--- src/rtl/vif_pkg.sv ---
// Shared definitions for the vif stages.
//   VIF_DATA_W  : payload width carried on my_if.data
//   vif_data_t  : payload type
//   vif_state_t : coarse activity state, used by sibling stages
package vif_pkg;

    localparam int unsigned VIF_DATA_W = 8;

    typedef logic [VIF_DATA_W-1:0] vif_data_t;

    typedef enum logic {
        VIF_IDLE,
        VIF_BUSY
    } vif_state_t;

endpackage

--- src/rtl/vif_fifo_ctrl.sv ---
// Pointer/occupancy controller for the vif receive FIFO.
// The storage array lives in the parent; this block only decides when a push or pop
// takes effect and where it lands.
//   clk, rst         : clock, synchronous active-high reset
//   push_req         : producer offers a byte (my_if.valid)
//   pop_req          : consumer takes the head (out_ready)
//   push_en, pop_en  : qualified handshakes for this cycle
//   full, empty      : occupancy flags, derived from the registered level only
//   wr_ptr, rd_ptr   : storage indices, wrap modulo DEPTH
//   level            : occupancy 0..DEPTH
module vif_fifo_ctrl
    import vif_pkg::*;
#(
    parameter  int unsigned DEPTH = 4,
    localparam int unsigned PTR_W = $clog2(DEPTH),
    localparam int unsigned LVL_W = PTR_W + 1
) (
    input  logic             clk,
    input  logic             rst,
    input  logic             push_req,
    input  logic             pop_req,
    output logic             push_en,
    output logic             pop_en,
    output logic             full,
    output logic             empty,
    output logic [PTR_W-1:0] wr_ptr,
    output logic [PTR_W-1:0] rd_ptr,
    output logic [LVL_W-1:0] level
);

    logic [PTR_W-1:0] wr_ptr_q, wr_ptr_d;
    logic [PTR_W-1:0] rd_ptr_q, rd_ptr_d;
    logic [LVL_W-1:0] level_q, level_d;

    // Flags come from registered state only, so ready never depends on valid.
    assign full    = (level_q == LVL_W'(DEPTH));
    assign empty   = (level_q == '0);
    assign push_en = push_req && !full;
    assign pop_en  = pop_req && !empty;

    always_comb begin
        wr_ptr_d = wr_ptr_q;
        rd_ptr_d = rd_ptr_q;
        level_d  = level_q;
        // DEPTH is a power of two, so natural pointer overflow is the wrap.
        if (push_en) wr_ptr_d = wr_ptr_q + PTR_W'(1);
        if (pop_en)  rd_ptr_d = rd_ptr_q + PTR_W'(1);
        unique case ({push_en, pop_en})
            2'b10:   level_d = level_q + LVL_W'(1);
            2'b01:   level_d = level_q - LVL_W'(1);
            default: level_d = level_q;
        endcase
    end

    always_ff @(posedge clk) begin
        if (rst) begin
            wr_ptr_q <= '0;
            rd_ptr_q <= '0;
            level_q  <= '0;
        end else begin
            wr_ptr_q <= wr_ptr_d;
            rd_ptr_q <= rd_ptr_d;
            level_q  <= level_d;
        end
    end

    assign wr_ptr = wr_ptr_q;
    assign rd_ptr = rd_ptr_q;
    assign level  = level_q;

endmodule

--- src/rtl/vif_rx_fifo.sv ---
// Receive stage for my_if producers: sinks data/valid, drives ready, and re-presents the
// bytes on a show-ahead valid/ready port. Hookup: in_data <= vif.data,
// in_valid <= vif.valid, vif.ready <= in_ready.
//   clk, rst             : clock, synchronous active-high reset
//   in_data/valid/ready  : producer side
//   out_data/valid/ready : consumer side; out_data is the head entry, no read latency
//   level                : occupancy 0..DEPTH
//   accepted             : input handshake count, saturating at all-ones
module vif_rx_fifo
    import vif_pkg::*;
#(
    parameter  int unsigned DATA_W = VIF_DATA_W,
    parameter  int unsigned DEPTH  = 4,
    parameter  int unsigned CNT_W  = 16,
    localparam int unsigned PTR_W  = $clog2(DEPTH),
    localparam int unsigned LVL_W  = PTR_W + 1
) (
    input  logic              clk,
    input  logic              rst,
    input  logic [DATA_W-1:0] in_data,
    input  logic              in_valid,
    output logic              in_ready,
    output logic [DATA_W-1:0] out_data,
    output logic              out_valid,
    input  logic              out_ready,
    output logic [LVL_W-1:0]  level,
    output logic [CNT_W-1:0]  accepted
);

    logic             push_en, pop_en, full, empty;
    logic [PTR_W-1:0] wr_ptr, rd_ptr;

    vif_fifo_ctrl #(
        .DEPTH (DEPTH)
    ) u_ctrl (
        .clk      (clk),
        .rst      (rst),
        .push_req (in_valid),
        .pop_req  (out_ready),
        .push_en  (push_en),
        .pop_en   (pop_en),
        .full     (full),
        .empty    (empty),
        .wr_ptr   (wr_ptr),
        .rd_ptr   (rd_ptr),
        .level    (level)
    );

    // Storage is not reset; only entries below level are ever observed.
    logic [DATA_W-1:0] mem_q [DEPTH];

    always_ff @(posedge clk) begin
        if (push_en) mem_q[wr_ptr] <= in_data;
    end

    // Output reads the registered array only, so a byte can't bypass to the output
    // in the cycle it is pushed.
    assign out_data  = mem_q[rd_ptr];
    assign out_valid = !empty;
    assign in_ready  = !full;

    logic [CNT_W-1:0] accepted_q, accepted_d;

    always_comb begin
        accepted_d = accepted_q;
        if (push_en && (accepted_q != '1)) accepted_d = accepted_q + CNT_W'(1);
    end

    always_ff @(posedge clk) begin
        if (rst) accepted_q <= '0;
        else     accepted_q <= accepted_d;
    end

    assign accepted = accepted_q;

endmodule
--- config.mk ---
export PLATFORM = sky130hd
export DESIGN_NAME = vif_rx_fifo
export DESIGN_NICKNAME = d
export VERILOG_FILES = /design/src/rtl/vif_pkg.sv /design/src/rtl/vif_fifo_ctrl.sv /design/src/rtl/vif_rx_fifo.sv
export SDC_FILE = /design/constraint.sdc
export NUM_CORES = 1
export LEC_CHECK = 0
export ABC_AREA = 1
export BUFFER_PORTS_ARGS = -buffer_cell sky130_fd_sc_hd__buf_4
export CELL_PAD_IN_SITES_DETAIL_PLACEMENT = 1
export CELL_PAD_IN_SITES_GLOBAL_PLACEMENT = 2
export CORE_ASPECT_RATIO = 1.75
export CORE_MARGIN = 4
export CORE_UTILIZATION = 37
export DETAILED_ROUTE_END_ITERATION = 6
export PLACE_DENSITY_LB_ADDON = 0.1
export REMOVE_ABC_BUFFERS = 1
export SETUP_SLACK_MARGIN = 0.02
export SYNTH_ARGS = -nofsm -noshare
export SYNTH_HDL_FRONTEND = slang
export SYNTH_SLANG_ARGS = --single-unit
--- constraint.sdc ---
create_clock -name clk -period 6.03 [get_ports clk]
set_input_delay 1.206 -clock clk [delete_from_list [all_inputs] [get_ports clk]]
set_output_delay 1.206 -clock clk [all_outputs]
set_load 0.005 [all_outputs]
==> results.py <==
metrics = {
    "timing": {
        "worst_pin_slew_ns": 0.804,
        "fmax_mhz": 352,
        "layout_min_cycle_time_ns": 2.84,
        "skew_ns": 0.00362,
        "fin_tns_setup_ns": 0,
        "finalCritPeriodShare": 0.471,
        "whs_ns": 0.474,
        "setup_violations": 0,
        "final_max_slew_viol_count": 0,
        "timing.final.hold_violations": 0,
        "grt_setup_unrepaired": "no",
        "max_slew_margin": 0.462,
    },
    "synthesis": {
        "synthesis.area_sq_um": 2620,
        "syn_inst": 292,
        "synth.avg_cell_area_sq_um": 8.97,
        "yosysTopAreaCell": "edfxtp_1",
        "yosysTopAreaCellShare": 0.367,
        "synth_warnings": 0,
        "ys_ff_latch": 57,
        "ys_seq_area_frac": 0.558,
        "synth_area_leaders": "edfxtp_1 37%, dfxtp_1 19%, nor2_1 8.6%, nand2_1 5.9%, o21ai_0 4.6%",
        "synth_cell_types": 27,
    },
    "cells_and_area": {
        "area_delta_synth_final_pct": 24.1,
        "regArea_sq_um": 1460,
        "fin_nets": 355,
        "layout-drive-gt1-share": 0.199,
        "multi_input_comb_area_sq_um": 991,
        "fillCellCount": 819,
        "n_antenna_cell": 0,
    },
    "grt": {
        "grt_pass1_vias": 2269,
        "grt_usage": 0.170,
        "grt_overflow": 0,
        "grt_max_degree": 21,
        "grt_pass1_wl_mm": 10.9,
        "antenna_found_initial": 0,
    },
    "worst_setup_path": {
        "r2r-start": "u_ctrl.level[1]",
        "critPathRequiredTime_ns": 4.82,
        "slowest_delay_ns": 0.37,
        "crit_chain": "buf_4 -> inv_1 -> o21ai_0 -> o22ai_1 -> buf_4",
        "crit_fanout": 17,
        "crit_top_cell": "buf_4",
        "slowest_stage": "inv_1",
        "critPathKind": "flop to primary output",
        "end_kind": "primary output",
        "cp.arrival_ns": 1.64,
        "crit_path_start_kind": "flop",
    },
    "power": {
        "p_int_mw": 0.885,
        "powerDensity_nw_per_um2": 377,
        "p_seq_frac": 0.394,
        "leakage_nw": 1.25,
        "vdd_ir_drop_max_uv": 191,
        "power_switching_mw": 0.339,
        "combPwrFrac": 0.215,
        "netSwitchingFraction": 0.277,
        "pwr-share-clk": 0.391,
    },
    "floorplanning": {
        "die_h_um": 119,
        "dieArea_sq_um": 8540,
        "floorplan.rows": 40,
        "io_pins": 41,
        "fp.dieW_um": 71.6,
        "design.core.area_sq_um": 6860,
        "initial_core_util": 0.382,
    },
    "route": {
        "wl_mm": 6.66,
        "wl_per_cell_um": 15.7,
        "dr_total_vias": 2119,
        "ant_nets": 0,
        "drtIter0Drc": 100,
        "first_pass_iters": 4,
        "drc": 0,
        "vias_per_cell": 4.99,
    },
    "run": {
        "maxCapViolations": 0,
    },
    "clock_network": {
        "clock_path_buffers": 2,
        "clkTransAtPathRegs_ns": 0.05,
        "insertion_delay_ns": 0.32,
        "cts-resized-gates": 0,
        "htreeDepth": 3,
        "cts_sinks": 57,
        "cts_tree": "built",
        "cts_hold_buf": 0,
        "cts_buffers": 9,
        "cts_root_buf": "clkbuf_16",
        "postCtsSetupRepairBufs": 0,
    },
    "place": {
        "hpwl_mm": 4.95,
        "gp_congestion": 0.765,
        "io_buffers": 40,
    },
    "min_path": {
        "worstHoldPathType": "flop to flop",
        "hp-start": "u_ctrl.rd_ptr[1]",
    },
    "status": {
        "status": "finished clean",
    },
}
[cells by family after synthesis]
family	share of synthesized area
AOI/OAI and AO/OA	0.113
xor gates and xnor gates	0.00669
adders and majority gates	0.0363
and+or+nand+nor	0.223
DFF	0.558
buffers and inverters	0.0635
[critical path: cells and delay by family (launching register included)]
family,cells,cell delay [ns]
DFF,1,0.29
buffers and inverters,3,0.69
AOI/OAI and AO/OA,2,0.32
[metal layers]
layer | vias to the layer above | part of all wire | GRT usage
met5 | - | 0 | 0
met4 | 0 | 0.042 | 0.109
met1 | 990 | 0.38 | 0.171
met3 | 21 | 0.036 | 0.0431
met2 | 49 | 0.55 | 0.300
li1 | 1059 | - | -
[area by class of cell]
cell class / count / share of cell area
well taps: 84 / 0.0323
clock inverters: 4 / 0.0135
clock buffers: 12 / 0.0727
inverters: 28 / 0.0323
repair buffers: 41 / 0.0947
flip-flops and latches: 57 / 0.450
multi-input cells: 199 / 0.305
[flip-flops by register name (all words and copies together), names as in the netlist, named ones only]
signal	cells
accepted	16
u_ctrl.rd_ptr	2
mem_q	32
u_ctrl.level	3
u_ctrl.wr_ptr	2
[path summary, 6_finish.rpt]
check | endpoint | slack [ns] | depth (start not counted)
setup / recovery | out_data[1] | 3.19 | 5
hold / removal | u_ctrl.rd_ptr[1] | 0.47 | 2
setup reg to reg | u_ctrl.level[2] | 3.83 | 10
hold reg to reg | u_ctrl.rd_ptr[1] | 0.47 | 2
[synthesized netlist by cell type]
master    number
a21boi_2       1
a21oi_1       18
a21oi_2        1
buf_2          2
buf_4          1
buf_6          2
clkbuf_1       2
clkbuf_8       1
dfxtp_1       25
edfxtp_1      32
fa_1           1
ha_1           6
inv_1         26
inv_2          2
nand2_1       41
nand2_2        5
nand2_4        1
nand3_1       19
nand3b_1       4
nor2_1        60
nor2_2         5
nor3_1         1
o211ai_1       1
o21ai_0       24
o21bai_1       1
o22ai_1        8
xor2_1         2
[placed cells by master (no fill, tap or decap), types with 2 or more instances in the layout]
cell and n:
nand3b_1 4, clkbuf_1 3, ha_1 6, inv_1 26, a21oi_1 18, nand2_2 5
o22ai_1 8, buf_4 41, nor2_1 60, clkinv_2 2, xor2_1 2, nand2_1 41
clkbuf_16 9, inv_2 2, o21ai_0 24, nor2_2 5, edfxtp_1 32, dfxtp_1 25
nand3_1 19
[per-stage QoR]
step                      area [sq um]  std cells   util  setup WS [ns]  power (mW)
after floorplan                   2560        284      -           3.51       0.628
after global placement            2970        409  0.433           3.29       0.752
after detailed placement          2970        409  0.433           3.24       0.759
after CTS                         3250        425  0.474           3.15        1.25
after global routing              3250        425  0.474           3.02        1.31
final                             3250        425  0.474           3.19        1.22
[power groups by stage]
stage                     sequential, mW  combinational (mW)  clock, mW
after CTS                          0.483               0.270      0.492
after global routing               0.487               0.301      0.517
after detailed placement           0.490               0.269          0
after global placement             0.489               0.263          0
after floorplan                    0.490               0.138          0
final                              0.482               0.263      0.479
Power figures use the tool's default switching activity.
